`config.mk`:
```
export PLATFORM = sky130hd
export DESIGN_NAME = mac_result_drain
export DESIGN_NICKNAME = d
export VERILOG_FILES = /design/src/rtl/mac_result_drain.sv
export SDC_FILE = /design/constraint.sdc
export NUM_CORES = 1
export LEC_CHECK = 0
export CORE_UTILIZATION = 43
export CTS_BUF_LIST = sky130_fd_sc_hd__clkbuf_4 sky130_fd_sc_hd__clkbuf_8
export DETAILED_ROUTE_END_ITERATION = 8
export PLACE_DENSITY_LB_ADDON = 0.08
export SKIP_LAST_GASP = 1
export SLEW_MARGIN = 20
export SYNTH_ARGS = -nofsm -noshare
export SYNTH_HDL_FRONTEND = slang
export SYNTH_SLANG_ARGS = --single-unit
export TNS_END_PERCENT = 30
```
`constraint.sdc`:
```
create_clock -name clk -period 5.9 [get_ports clk]
set_clock_uncertainty 0.1 [all_clocks]
set_input_delay 1.475 -clock clk [delete_from_list [all_inputs] [get_ports clk]]
set_output_delay 1.475 -clock clk [all_outputs]
set_load 0.005 [all_outputs]
```
`src/rtl/mac_result_drain.sv`:
```
// mac_result_drain: captures the 8-lane MAC result bank and streams it one lane per beat with a frame tag.
// Optional MAC_DRAIN_SUM_EN appends a saturated sum-of-lanes beat (out_lane 8) to every frame.
module mac_result_drain #(
  parameter int DATA_W = 16,
  parameter int TAG_W  = 4
) (
  input  logic              clk,
  input  logic              rst_n,
  input  logic              in_valid,
  output logic              in_ready,
  input  logic [DATA_W-1:0] mac_in0,
  input  logic [DATA_W-1:0] mac_in1,
  input  logic [DATA_W-1:0] mac_in2,
  input  logic [DATA_W-1:0] mac_in3,
  input  logic [DATA_W-1:0] mac_in4,
  input  logic [DATA_W-1:0] mac_in5,
  input  logic [DATA_W-1:0] mac_in6,
  input  logic [DATA_W-1:0] mac_in7,
  output logic              out_valid,
  input  logic              out_ready,
  output logic [DATA_W-1:0] out_data,
  output logic [3:0]        out_lane,
  output logic              out_last,
  output logic [TAG_W-1:0]  out_tag
);

  localparam logic [1:0] IDLE  = 2'd0;
  localparam logic [1:0] DRAIN = 2'd1;
`ifdef MAC_DRAIN_SUM_EN
  localparam logic [1:0] SUM   = 2'd2;
`endif

  logic [1:0]        state;
  logic [2:0]        lane_idx;
  logic [DATA_W-1:0] shadow [8];
  logic [DATA_W-1:0] lanes_in [8];
  logic              capture;
  logic              fire;
  logic              final_beat;

  always_comb begin
    lanes_in[0] = mac_in0;
    lanes_in[1] = mac_in1;
    lanes_in[2] = mac_in2;
    lanes_in[3] = mac_in3;
    lanes_in[4] = mac_in4;
    lanes_in[5] = mac_in5;
    lanes_in[6] = mac_in6;
    lanes_in[7] = mac_in7;
  end

`ifdef MAC_DRAIN_SUM_EN
  logic [DATA_W-1:0] sum_q;
  logic [DATA_W+2:0] sum_wide;
  logic [DATA_W-1:0] sum_sat;

  // Eight DATA_W addends need three guard bits; any carry into them saturates.
  always_comb begin
    sum_wide = '0;
    for (int i = 0; i < 8; i++) begin
      sum_wide = sum_wide + {3'b000, lanes_in[i]};
    end
    sum_sat = (sum_wide[DATA_W+2:DATA_W] != 3'b000) ? '1 : sum_wide[DATA_W-1:0];
  end

  assign final_beat = (state == SUM);
`else
  assign final_beat = (state == DRAIN) && (lane_idx == 3'd7);
`endif

  assign out_valid = (state != IDLE);
  assign out_last  = final_beat;
  assign fire      = out_valid && out_ready;
  // Accepting on the final handshake lets the array run one frame ahead without a bubble.
  assign in_ready  = rst_n && ((state == IDLE) || (final_beat && out_ready));
  assign capture   = in_valid && in_ready;

  always_comb begin
    out_data = '0;
    out_lane = 4'd0;
    if (state == DRAIN) begin
      out_data = shadow[lane_idx];
      out_lane = {1'b0, lane_idx};
    end
`ifdef MAC_DRAIN_SUM_EN
    else if (state == SUM) begin
      out_data = sum_q;
      out_lane = 4'd8;
    end
`endif
  end

  always_ff @(posedge clk or negedge rst_n) begin
    if (!rst_n) begin
      state    <= IDLE;
      lane_idx <= 3'd0;
      out_tag  <= '0;
    end else begin
      if (fire && final_beat) begin
        out_tag <= out_tag + 1'b1;
      end
      if (capture) begin
        state    <= DRAIN;
        lane_idx <= 3'd0;
      end else if (fire) begin
        if (final_beat) begin
          state <= IDLE;
        end
`ifdef MAC_DRAIN_SUM_EN
        else if (lane_idx == 3'd7) begin
          state <= SUM;
        end
`endif
        else begin
          lane_idx <= lane_idx + 3'd1;
        end
      end
    end
  end

  always_ff @(posedge clk or negedge rst_n) begin
    if (!rst_n) begin
      for (int i = 0; i < 8; i++) begin
        shadow[i] <= '0;
      end
`ifdef MAC_DRAIN_SUM_EN
      sum_q <= '0;
`endif
    end else if (capture) begin
      for (int i = 0; i < 8; i++) begin
        shadow[i] <= lanes_in[i];
      end
`ifdef MAC_DRAIN_SUM_EN
      sum_q <= sum_sat;
`endif
    end
  end

endmodule

```
Yosys cells after proc, flatten, opt, wreduce, memory -nomap -nowiden --
Index checks and enable logic that the tools add are counted.
Word-level totals: register bits 137, bits of input ports 132, logic and storage cells 42
Operators by class: add/subtract/negate cells 2, $lt $le $gt $ge 1, equal/unequal tests 3, multiplexer cells 11, bitwise operators 1, reductions and logical operators 13
Operators with widths (count):
- $bmux W16 S3 | 1
- $mux W16 | 3
- $mux W3 | 4
- $logic_and A1 B1 Y1 | 6
- $mux W2 | 3
- $reduce_bool A2 Y1 | 3
- $add A4 B1 Y4 const B | 1
- $ge A4 B4 Y1 const B | 1
- $not A3 Y4 | 1
- $reduce_and A2 Y1 | 2
- $add A3 B1 Y3 const B | 1
- $eq A3 B3 Y1 const B | 1
- $eq A2 B1 Y1 const B | 1
- $logic_not A2 Y1 | 1
- $ne A2 B2 Y1 const B | 1
- $logic_or A1 B1 Y1 | 1

Logic depth before layout (Yosys ltp) --
Gate-level depths: netlist (run 1).
depth in word-level cells 8, mapped depth 7, depth with buffers taken out 5

Least setup slack after synthesis (run 1) --
No wires, ideal clock.
kind in2out, start in out_ready, end out in_ready, arrival 1.897 ns, slack 2.428 ns, cell stages on the path 3, path buffers 0, cell sequence nand3_1 nand2_1 and2_1
Between the ends: cells in the longest elaborated chain, start to end 3
Ends and longest elaborated chain:
- start: declaration | RTL line 20 | input logic out_ready,
- $logic_and A1 B1 Y1 | RTL line 75 | assign in_ready = rst_n && ((state == IDLE) || (final_beat && out_ready));
- $logic_or A1 B1 Y1 | RTL line 75
- $logic_and A1 B1 Y1 | RTL line 75
- end: declaration | RTL line 10 | output logic in_ready,
No other way between the ends.

Final worst setup path (run 1) --
start reg lane_idx[0], end out out_data[1]
Between the ends: cells in the longest elaborated chain, start to end 5
Ends and longest elaborated chain:
- start: declaration | RTL line 34 | logic [2:0] lane_idx;
- start signal: assignment | RTL line 115 | lane_idx <= lane_idx + 3'd1;
- $not A3 Y4 (implied by the code) | RTL line 82 | out_data = shadow[lane_idx];
- $bmux W16 S3 | RTL line 82
- $mux W16 (implied by the code) (2 in series) | RTL line 82
- $mux W16 | RTL line 81 | if (state == DRAIN) begin
- end: declaration | RTL line 21 | output logic [DATA_W-1:0] out_data,
No other way between the ends. The select of a mux whose other input is x is not followed.

==> flow_metrics.py, run 1 <==
metrics = {
    "outcome": {
        "status": "complete, no violations",
    },
    "grt": {
        "gr-total-overflow": 0,
        "grt_max_degree": 99,
        "grt_pass1_wl_um": 22800,
        "antenna_found_initial": 0,
        "gr-usage-all-layers_pct": 20.8,
        "grt_pass1_vias": 4221,
    },
    "placed_design": {
        "portBuffers": 157,
        "hpwl_um": 9650,
        "place_congestion": 0.745,
    },
    "synth": {
        "synth_area_leaders": "dfrtp_1 55%, mux2_1 16%, mux2_2 13%",
        "synth_top_flop_cell": "dfrtp_1",
        "syn_nets": 554,
        "synth_top_cell_area_share_pct": 54.8,
        "ys_async_sr_fraction_pct": 100,
        "synthCells": 419,
        "synth_common_cells": "136 x dfrtp_1, 87 x mux2_1, 74 x mux2_2",
        "synth_area_mm2": 0.00621,
        "ys_warn_count": 0,
        "syn-mean-instance-area_um2": 14.8,
        "ys_seq_area_share_pct": 54.8,
        "synth.most_common_cell": "dfrtp_1",
        "yosys.cell_types.count": 22,
        "yosys_register_bits": 136,
        "yosysTopAreaCell": "dfrtp_1",
        "synth_edf_count": 0,
    },
    "timing": {
        "max_freq_ghz": 0.214,
        "timing.hold.ws_ns": 0.370,
        "final_max_slew_viol_count": 0,
        "setup_viol": 0,
        "hold_violations": 0,
        "timing.final.crit_period_ns": 4.68,
        "rsz0062_at_grt": "no",
        "setup_tns_ns": 0,
        "fin_crit_sh_pct": 79.3,
        "relSlewSlack_pct": 35.6,
        "tightest_slew_ns": 0.966,
    },
    "drt": {
        "ant_nets": 0,
        "viasPerCell": 5.13,
        "dr.pass1.iters": 4,
        "drc": 0,
        "wirelength_um": 14300,
        "first_iter_violations": 260,
        "route.vias.total": 3904,
        "wl_per_cell_um": 18.8,
    },
    "clocking": {
        "post_cts_resized": 0,
        "cts_tree": "done",
        "cts_root_buf": "clkbuf_8",
        "clockBufferDepth": 2,
        "worstSkewPairLatency_ns": 0.43,
        "clkTransAtPathRegs_ns": 0.07,
        "htreeDepth": 4,
        "cts_setup_buffers": 0,
        "cts_made_buffers": 17,
        "postCtsHoldBufs": 0,
        "cts_sinks": 136,
    },
    "worst_setup_path": {
        "arrival_ns": 3.10,
        "cp-end-kind": "primary output",
        "r2r_start": "lane_idx[0]$_DFFE_PN0P_",
        "critPathKind": "flop to primary output",
        "required_ns": 4.32,
        "crit_fanout": 21,
        "start_kind": "flop",
        "crit_start": "lane_idx[0]$_DFFE_PN0P_",
    },
    "layout": {
        "drive_gt1_share_pct": 21.9,
        "area_growth_pct": 32.7,
        "diodes": 0,
        "fillCellCount": 1171,
        "fin_nets": 706,
    },
    "die": {
        "num_rows": 43,
        "boundaryPins": 159,
        "initial_core_util_pct": 44.4,
        "die_area_mm2": 0.0149,
        "die_w_um": 122,
        "core_area_mm2": 0.0140,
        "dieHeight_um": 122,
    },
    "min_path": {
        "hold_path.class": "flop to flop",
        "holdCritStartpoint": "out_tag[3]$_DFFE_PN0P_",
    },
    "power_and_ir_drop": {
        "power_density_mw_per_mm2": 501,
        "leakagePower_nw": 3.48,
        "power_mw": 4.13,
        "ir_worst_vdd_uv": 261,
    },
    "job": {
        "maxCapViolCount": 0,
    },
}
==> layout make-up <==
class,count,area (um^2),area share [%]
flip-flops and latches,136,3400,41.3
clock inverters,3,40.0,0.486
multi-input cells,254,2620,31.7
well taps,180,225,2.73
repair buffers,162,1630,19.7
clock buffers,26,333,4.04
==> cell usage in the layout, fill, tap and decap left out, drive strengths merged, types with 4 or more instances in the layout <==
cell type / count
o21ai: 16
clkdlybuf4s50: 156
dfrtp: 136
buf: 6
nand2: 4
and2: 5
mux4: 16
nor2: 20
clkbuf: 26
mux2: 161
o22ai: 16
==> cells by family after synthesis <==
| logic type | synth area share (%) |
|---|---|
| other | 0.0604 |
| flip-flops | 54.8 |
| multiplexers | 35.3 |
| AO/OA/AOI/OAI | 3.04 |
| XOR/XNOR | 0.564 |
| buffers and inverters | 3.22 |
| AND/OR/NAND/NOR | 2.42 |
| adder cells (fa/ha/maj) | 0.604 |
==> per-stage QoR <==
stage	util, %	worst slack [ns]	instances	instance area, um^2
finish	58.9	1.22	761	8250
global route	58.9	0.982	761	8250
CTS	58.9	1.21	761	8240
detailed placement	56.3	1.27	732	7870
global placement	56.3	1.32	732	7870
floorplan	-	2.43	419	6210
==> flip-flops by register name, indices dropped and copies added, names as in the netlist <==
name,count
out_tag,4
shadow,128
state,1
lane_idx,3
==> power breakdown <==
part | total, mW | switching [mW] | internal (mW) | leakage (nW)
Combinational | 1.71 | 0.621 | 1.09 | 1.62
Clock | 0.723 | 0.322 | 0.400 | 0.199
Sequential | 1.70 | 0.319 | 1.38 | 1.66
==> worst max-delay path: stages (launching register included) <==
cell and delay (ns):
dfrtp_1 0.98, nand2b_1 0.69, o21ai_0 0.42, nor2_1 0.11, clkdlybuf4s50_1 0.46
==> final timing paths <==
| kind | end | slack, ns | depth (start not counted) |
|---|---|---|---|
| min in group asynchronous | shadow[41]$_DFFE_PN0P_ | 0.92 | 1 |
| max reg2reg | shadow[106]$_DFFE_PN0P_ | 2.34 | 6 |
| max in group asynchronous | shadow[107]$_DFFE_PN0P_ | 3.67 | 2 |
| max | out_data[1] | 1.22 | 4 |
| min | out_tag[3]$_DFFE_PN0P_ | 0.37 | 1 |
| min reg2reg | out_tag[3]$_DFFE_PN0P_ | 0.37 | 1 |
==> layer usage <==
layer / global-route usage (%) / part of all wire [%]
met1: 27.6 / 46
met2: 32.8 / 47
met3: 6.46 / 5.9
met4: 5.64 / 0.96
met5: 0 / 0
(Power assumes the default switching activity.)
==> inputs of run 2 (changes only) <==
clock period = 3.8 ns   (was 5.9 ns; I/O delays follow)
==> flow_metrics.py, run 2 (synthesis results as in run 1) <==
metrics = {
    "outcome": {
        "status": "complete, no violations",
    },
    "layout": {
        "drive_gt1_share_pct": 22.9,
        "fin_cells": 766,
        "largest_register_ffs": 128,
        "layout_commonest_cell": "clkdlybuf4s50_1",
        "fin_util_pct": 59.1,
        "fin_nets": 711,
        "area_growth_pct": 33.1,
        "fillCellCount": 1149,
        "largest_registers": "shadow: 128 flops, out_tag: 4 flops, lane_idx: 3 flops",
        "largest_register": "shadow",
        "diodes": 0,
        "mostFrequentLayoutCells": "156 x clkdlybuf4s50_1, 135 x dfrtp_1, 87 x mux2_1",
    },
    "grt": {
        "grt_pass1_vias": 4300,
        "grt_max_degree": 98,
        "grt_pass1_wl_um": 22500,
        "gr-total-overflow": 0,
        "antenna_found_initial": 0,
        "gr-usage-all-layers_pct": 20.3,
    },
    "clocking": {
        "worstSkewPairLatency_ns": 0.42,
        "cts_root_buf": "clkbuf_8",
        "clockBufferDepth": 2,
        "htreeDepth": 4,
        "cts_sinks": 136,
        "cts_made_buffers": 17,
        "cts_tree": "done",
        "clkTransAtPathRegs_ns": 0.07,
        "cts_setup_buffers": 0,
    },
    "timing": {
        "final_max_slew_viol_count": 0,
        "timing.final.crit_period_ns": 3.60,
        "setup_tns_ns": 0,
        "hold_violations": 0,
        "rsz0062_at_grt": "no",
        "fin_crit_sh_pct": 94.8,
        "tightest_slew_ns": 0.918,
        "setup_viol": 0,
        "max_freq_ghz": 0.278,
        "relSlewSlack_pct": 38.8,
    },
    "drt": {
        "ant_nets": 0,
        "wl_per_cell_um": 18.2,
        "dr.pass1.iters": 4,
        "first_iter_violations": 151,
        "viasPerCell": 5.20,
        "drc": 0,
        "route.vias.total": 3981,
        "wirelength_um": 13900,
    },
    "power_and_ir_drop": {
        "power_mw": 6.35,
        "leakagePower_nw": 3.49,
        "power_density_mw_per_mm2": 769,
        "ir_worst_vdd_uv": 312,
    },
    "die": {
        "num_rows": 43,
        "die_area_mm2": 0.0149,
        "die_w_um": 122,
        "core_area_mm2": 0.0140,
        "initial_core_util_pct": 44.4,
        "boundaryPins": 159,
        "dieHeight_um": 122,
    },
    "worst_setup_path": {
        "crit_fanout": 15,
        "arrival_ns": 2.55,
        "path_cells": "ha_1 > ha_1 > nand3_1 > nand2_1 > and2_1 > clkdlybuf4s50_1",
        "crit_top_cell": "ha_1",
        "cp-end-kind": "primary output",
        "required_ns": 2.75,
        "start_kind": "flop",
        "critPathKind": "flop to primary output",
        "crit_slowest_cell": "dfrtp_1",
        "slowest_delay_ns": 0.75,
    },
    "placed_design": {
        "hpwl_um": 9740,
        "dp.cells": 737,
        "place_congestion": 0.769,
        "portBuffers": 157,
    },
    "job": {
        "maxCapViolCount": 0,
    },
    "min_path": {
        "hold_path.class": "input port to asynchronous set/reset pin",
    },
}
## run 2: critical path: cells and delay by family, from the launching register on
family | cells | cell delay, ns
flops | 1 | 0.75
simple gates | 3 | 0.41
buf+inv | 1 | 0.49
fa+ha+maj | 2 | 0.47
## run 2: worst paths after layout
kind	from	endpoint	slack (ns)	cells past startpoint
max in group asynchronous	rst_n	lane_idx[2]$_DFFE_PN0P_	1.79	3
hold reg to reg	out_tag[3]$_DFFE_PN0P_	out_tag[3]$_DFFE_PN0P_	0.37	1
setup / recovery	lane_idx[0]$_DFFE_PN0P_	in_ready	0.20	6
setup reg to reg	lane_idx[0]$_DFFE_PN0P_	shadow[107]$_DFFE_PN0P_	0.93	7
min in group clk	out_tag[3]$_DFFE_PN0P_	out_tag[3]$_DFFE_PN0P_	0.37	1
hold / removal	rst_n	state[0]$_DFFE_PN0P_	0.23	1
## run 2: metrics by stage
step           hold slack [ns]  setup slack (ns)  instance area [um^2]
2_1_floorplan            0.352              1.19                  6210
3_3_place_gp             0.360             0.447                  7920
3_5_place_dp             0.359             0.390                  7920
4_1_cts                  0.201            0.0403                  8260
5_1_grt                  0.199            0.0367                  8270
6_report                 0.230             0.197                  8270
## run 2: repair_timing
action | in CTS | in global routing
hold buffers | 0 | 0
gates resized for setup | 0 | 2
endpoints found under the setup margin | 0 | 16
## run 2: area by class of cell
class | count | area [um^2] | share of cell area, %
clock buffer | 25 | 319 | 3.86
sequential | 136 | 3400 | 41.2
timing repair buffer | 167 | 1680 | 20.3
clock inverter | 4 | 20.0 | 0.242
tap | 180 | 225 | 2.72
multi-input combinational | 254 | 2620 | 31.7
## run 2: where the power goes
part           internal [mW]  leakage, nW  switching (mW)  total, mW
Sequential              2.15         1.66           0.392       2.54
Clock                  0.535        0.185           0.491       1.03
Combinational           1.72         1.65            1.06       2.78
Total                   4.41         3.49            1.94       6.35
## run 2: per-layer routing
layer	global-route usage (%)	vias up	share of wire, %
li1	-	1838	-
met1	26.5	2002	45
met2	32.4	124	48
met3	5.99	17	6.4
met4	6.94	0	1.2
met5	0	-	0
==> edit 1 (settings of run 2) <==
`TAG_W`: 4 -> 5.
--- a/src/rtl/mac_result_drain.sv
+++ b/src/rtl/mac_result_drain.sv
@@ -2,7 +2,7 @@
 // Optional MAC_DRAIN_SUM_EN appends a saturated sum-of-lanes beat (out_lane 8) to every frame.
 module mac_result_drain #(
   parameter int DATA_W = 16,
-  parameter int TAG_W  = 4
+  parameter int TAG_W  = 5
 ) (
   input  logic              clk,
   input  logic              rst_n,
Interface: changed (resized out_tag); port bits go from 159 to 160. The function was not compared with the original's and may differ.
==> edit 1 against run 2 <==
Routed wire length rose by 10%; final area rose by 5.9%; sequential cell count rose by 1; sequential power rose by 4%; power rose by 13%; register-to-register slack improved by 0.06 ns; setup slack improved by 0.0040 ns; synthesized area rose by 6.4%; global-route usage rose by 0.43 points.
==> edit 1: results (changes against run 2) <==
| Metric | Value |
|---|---|
| Post-Route M1 WL | `7190 microns (+16%)` |
| Slowest CP cell | `dfrtp_2` |
| Initial antenna violation count | `1 (+1)` |
| DR WL met2 | `7050 microns (+6.2%)` |
| Multi-In Gates | `255 (+0.39%)` |
| Worst Reg2Reg Path Length in Cells | `6 (-1)` |
| Vias in the first global route | `4499 (+4.6%)` |
| FP Rows | `44 (+2.3%)` |
| Post-Syn Instances | `423 (+0.95%)` |
| Peak supply drop | `0.000363 V (+16%)` |
| FILL cells | `1158 (+0.78%)` |
| CP Launch Point | `lane_idx[2]` |
| Worst-path fanout max | `17 (+2)` |
| Top Registers | `shadow x128, out_tag x5, lane_idx x3` |
| Leakage | `3.74 nW (+7.0%)` |
| NetSw | `2.18 mW (+12%)` |
| Crit-path leading delay family | `buffers and inverters` |
| Dpl hpwl | `10800 microns (+11%)` |
| Seq area share | `39.2% (-2.0 points)` |
| Clock buffers | `22 (-12%)` |
| Post-synthesis sequential area ratio | `51.8% (-2.9 points)` |
| Nets | `714 (+0.42%)` |
| Slowest stage delay, CP | `0.66 ns (-0.09 ns)` |
| Fin cells | `776 (+1.3%)` |
| Worst Setup EP | `out_data[3]` |
| Vias/cell | `5.20 (about the same)` |
| Buffers excl. clock | `168 (+0.60%)` |
| GR Layer Usage met3 | `6.33% (+0.34 points)` |
| Clk_lat worst skew | `0.46 ns (+0.04 ns)` |
| Multi-input gate area | `2960 sq um (+13%)` |
| Top Layer Used | `met5` |
| Cell area after placement | `8310 sq um (+5.0%)` |
| Synth cell count leaders | `dfrtp_1 (137), mux2_4 (87), mux2_2 (74), nor2_1 (19)` |
| First-pass GRT wire length | `24800 microns (+10%)` |
| Status | `complete, no violations` |
| Met1 usage | `28.2% (+1.7 points)` |
| Synth unique cells | `26 (+18%)` |
| NonClk Buf Share | `19.4% (-0.92 points)` |
| Main area contributors after synthesis | `dfrtp_1 (52%), mux2_4 (20%), mux2_2 (13%)` |
| RR Endpoint | `shadow[114]` |
| Port-buffer cells | `158 (+0.64%)` |
| Clk tree area frac | `5.04% (+0.94 points)` |
| WL per Instance | `19.8 microns (+9.0%)` |
| Dpl cells | `744 (+0.95%)` |
| Final Worst Setup Slack | `0.201 ns (+0.00404 ns)` |
| Pin count of the biggest net entering global routing | `61 (-38%)` |
| Actual slew at the worst max-slew pin | `0.786 ns (-0.132 ns)` |
| Synthesized net count | `558 (+0.72%)` |
| Worst reg-to-reg setup slack | `0.99 ns (+0.06 ns)` |
| Worst slack, placed | `0.515 ns (+0.125 ns)` |
edit 1: cell count changes after synthesis, sizes merged, moves of 2 or more:
| cell | delta |
|---|---|
| nand4 | +2 |
| clkbuf | -3 |
| buf | +5 |
| nand3 | -3 |
edit 1: power groups by stage:
stage,logic (mW),clock network [mW],registers (mW)
2_1_floorplan,2.23,0,2.44
3_3_place_gp,3.22,0,2.62
3_5_place_dp,3.26,0,2.66
4_1_cts,3.29,1.34,2.63
5_1_grt,3.50,1.42,2.72
6_report,3.25,1.32,2.63
edit 1: cells by family (layout without fill, tap and decap cells):
family / count (synthesis) / after routing / synth area share (%)
fa+ha+maj: 3 / 3 / 0.568
simple gates: 34 / 34 / 2.48
buf+inv: 31 / 200 / 3.41
other cells: 1 / 1 / 0.0567
xor+xnor: 5 / 5 / 0.662
mux: 179 / 179 / 38.1
flops: 137 / 137 / 51.8
compound gates: 33 / 33 / 2.88
edit 1: repair_timing:
action                     in CTS  in global routing
hold buffers                    0                  0
gates resized for setup         0                  1
setup endpoints to repair       0                  6
==> edit 2 (flow settings as in run 2) <==
Made on the original files. Make the reset (`rst_n`) synchronous in 2 clocked blocks.
--- a/src/rtl/mac_result_drain.sv
+++ b/src/rtl/mac_result_drain.sv
@@ -90,7 +90,7 @@
 `endif
   end
 
-  always_ff @(posedge clk or negedge rst_n) begin
+  always_ff @(posedge clk) begin
     if (!rst_n) begin
       state    <= IDLE;
       lane_idx <= 3'd0;
@@ -118,7 +118,7 @@
     end
   end
 
-  always_ff @(posedge clk or negedge rst_n) begin
+  always_ff @(posedge clk) begin
     if (!rst_n) begin
       for (int i = 0; i < 8; i++) begin
         shadow[i] <= '0;
Check against the original RTL: differs if rst_n is asserted again (counterexample within 4 cycles, from zero or initial values and one cycle with rst_n low); with rst_n held inactive, the same outputs for 10 cycles.
==> edit 2 against run 2 <==
Setup slack got worse by 0.0096 ns; sequential cell count grew 3; core utilization is 0.56 points higher; routed wire length is 1.8% lower; synthesized cell count rose by 2.1%; final area is 4.5% higher; largest cell class unchanged; critical path depth shrank 2; synthesized area is 2.0% higher.
Power is not compared: it rests on default switching activity, and its combinational part moved more than twofold at a synthesized area within 25%.
==> edit 2: results (changes against run 2) <==
| Metric | Value |
|---|---|
| Status | `complete, no violations` |
| Post-synthesis mux area share | `11.8% (-23 points)` |
| Slowest stage delay, CP | `0.78 ns (+0.03 ns)` |
| Main area contributors after synthesis | `edfxtp_1 (61%), and2_1 (13%), mux4_2 (3.9%)` |
| Post-synthesis sequential area ratio | `64.1% (+9.3 points)` |
| Area share of fa/ha/maj cells after synthesis | `0.592% (-0.012 points)` |
| Share of cells above drive strength 1 | `14.5% (-8.3 points)` |
| Dpl cells | `757 (+2.7%)` |
| Dpl hpwl | `9690 microns (-0.48%)` |
| TritonRoute pass-1 iters | `5 (+1)` |
| Mean Syn Cell Area | `14.8 sq um (-0.13%)` |
| Routability cong. | `0.762 (-0.86%)` |
| Vias in the first global route | `3990 (-7.2%)` |
| Core Region | `14500 sq um (+3.5%)` |
| Met2 Use GR | `31.1% (-1.2 points)` |
| Synth Area in XOR/XNOR | `0.415% (-0.15 points)` |
| Worst Reg2Reg Path Length in Cells | `5 (-2)` |
| Tot GR Track Use | `18.7% (-1.6 points)` |
| FILL cells | `1183 (+3.0%)` |
| Clk_lat worst skew | `0.44 ns (+0.02 ns)` |
| Worst-path fanout max | `17 (+2)` |
| Actual slew at the worst max-slew pin | `0.987 ns (+0.0694 ns)` |
| GR Layer Usage met3 | `4.57% (-1.4 points)` |
| Async S/R FF share, synth | `0% (-100 points)` |
| Synth unique cells | `31 (+41%)` |
| Synthesized net count | `563 (+1.6%)` |
| WL per Instance | `17.3 microns (-4.7%)` |
| Synth cell count leaders | `and2_1 (132), edfxtp_1 (128), mux2i_1 (19), inv_1 (17), o21ai_0 (17)` |
## edit 2: cell types whose count changed after synthesis, moves of 11 or more
cell / before / now
dfrtp_1: 136 / 0
edfxtp_1: 0 / 128
and2_1: 5 / 132
mux2_1: 87 / 0
mux2_2: 74 / 16
inv_1: 0 / 17
mux2i_1: 2 / 19
o22ai_1: 16 / 0
dfxtp_1: 0 / 11
## edit 2: how the worst max path moves through the flow
stage                         start            to
after floorplan            in_valid  shadow[0][0]
after global placement    out_ready      in_ready
after detailed placement  out_ready      in_ready
after CTS                  register  out_data[13]
after global routing       register  out_data[13]
final                      register  out_data[13]
## edit 2: area by class of cell
class	count	share of cell area (%)
clock inverters	15	2.58
flip-flops and latches	139	47.1
well taps	184	2.67
repair buffers	172	20.4
clock buffers	17	2.71
inverters	17	0.739
multi-input cells	245	23.9
## edit 2: critical path, delay by kind of cell (launching register included)
kind / cells / cell delay (ns)
simple gates: 1 / 0.78
buf+inv: 2 / 0.75
flops: 1 / 0.32
compound gates: 1 / 0.26
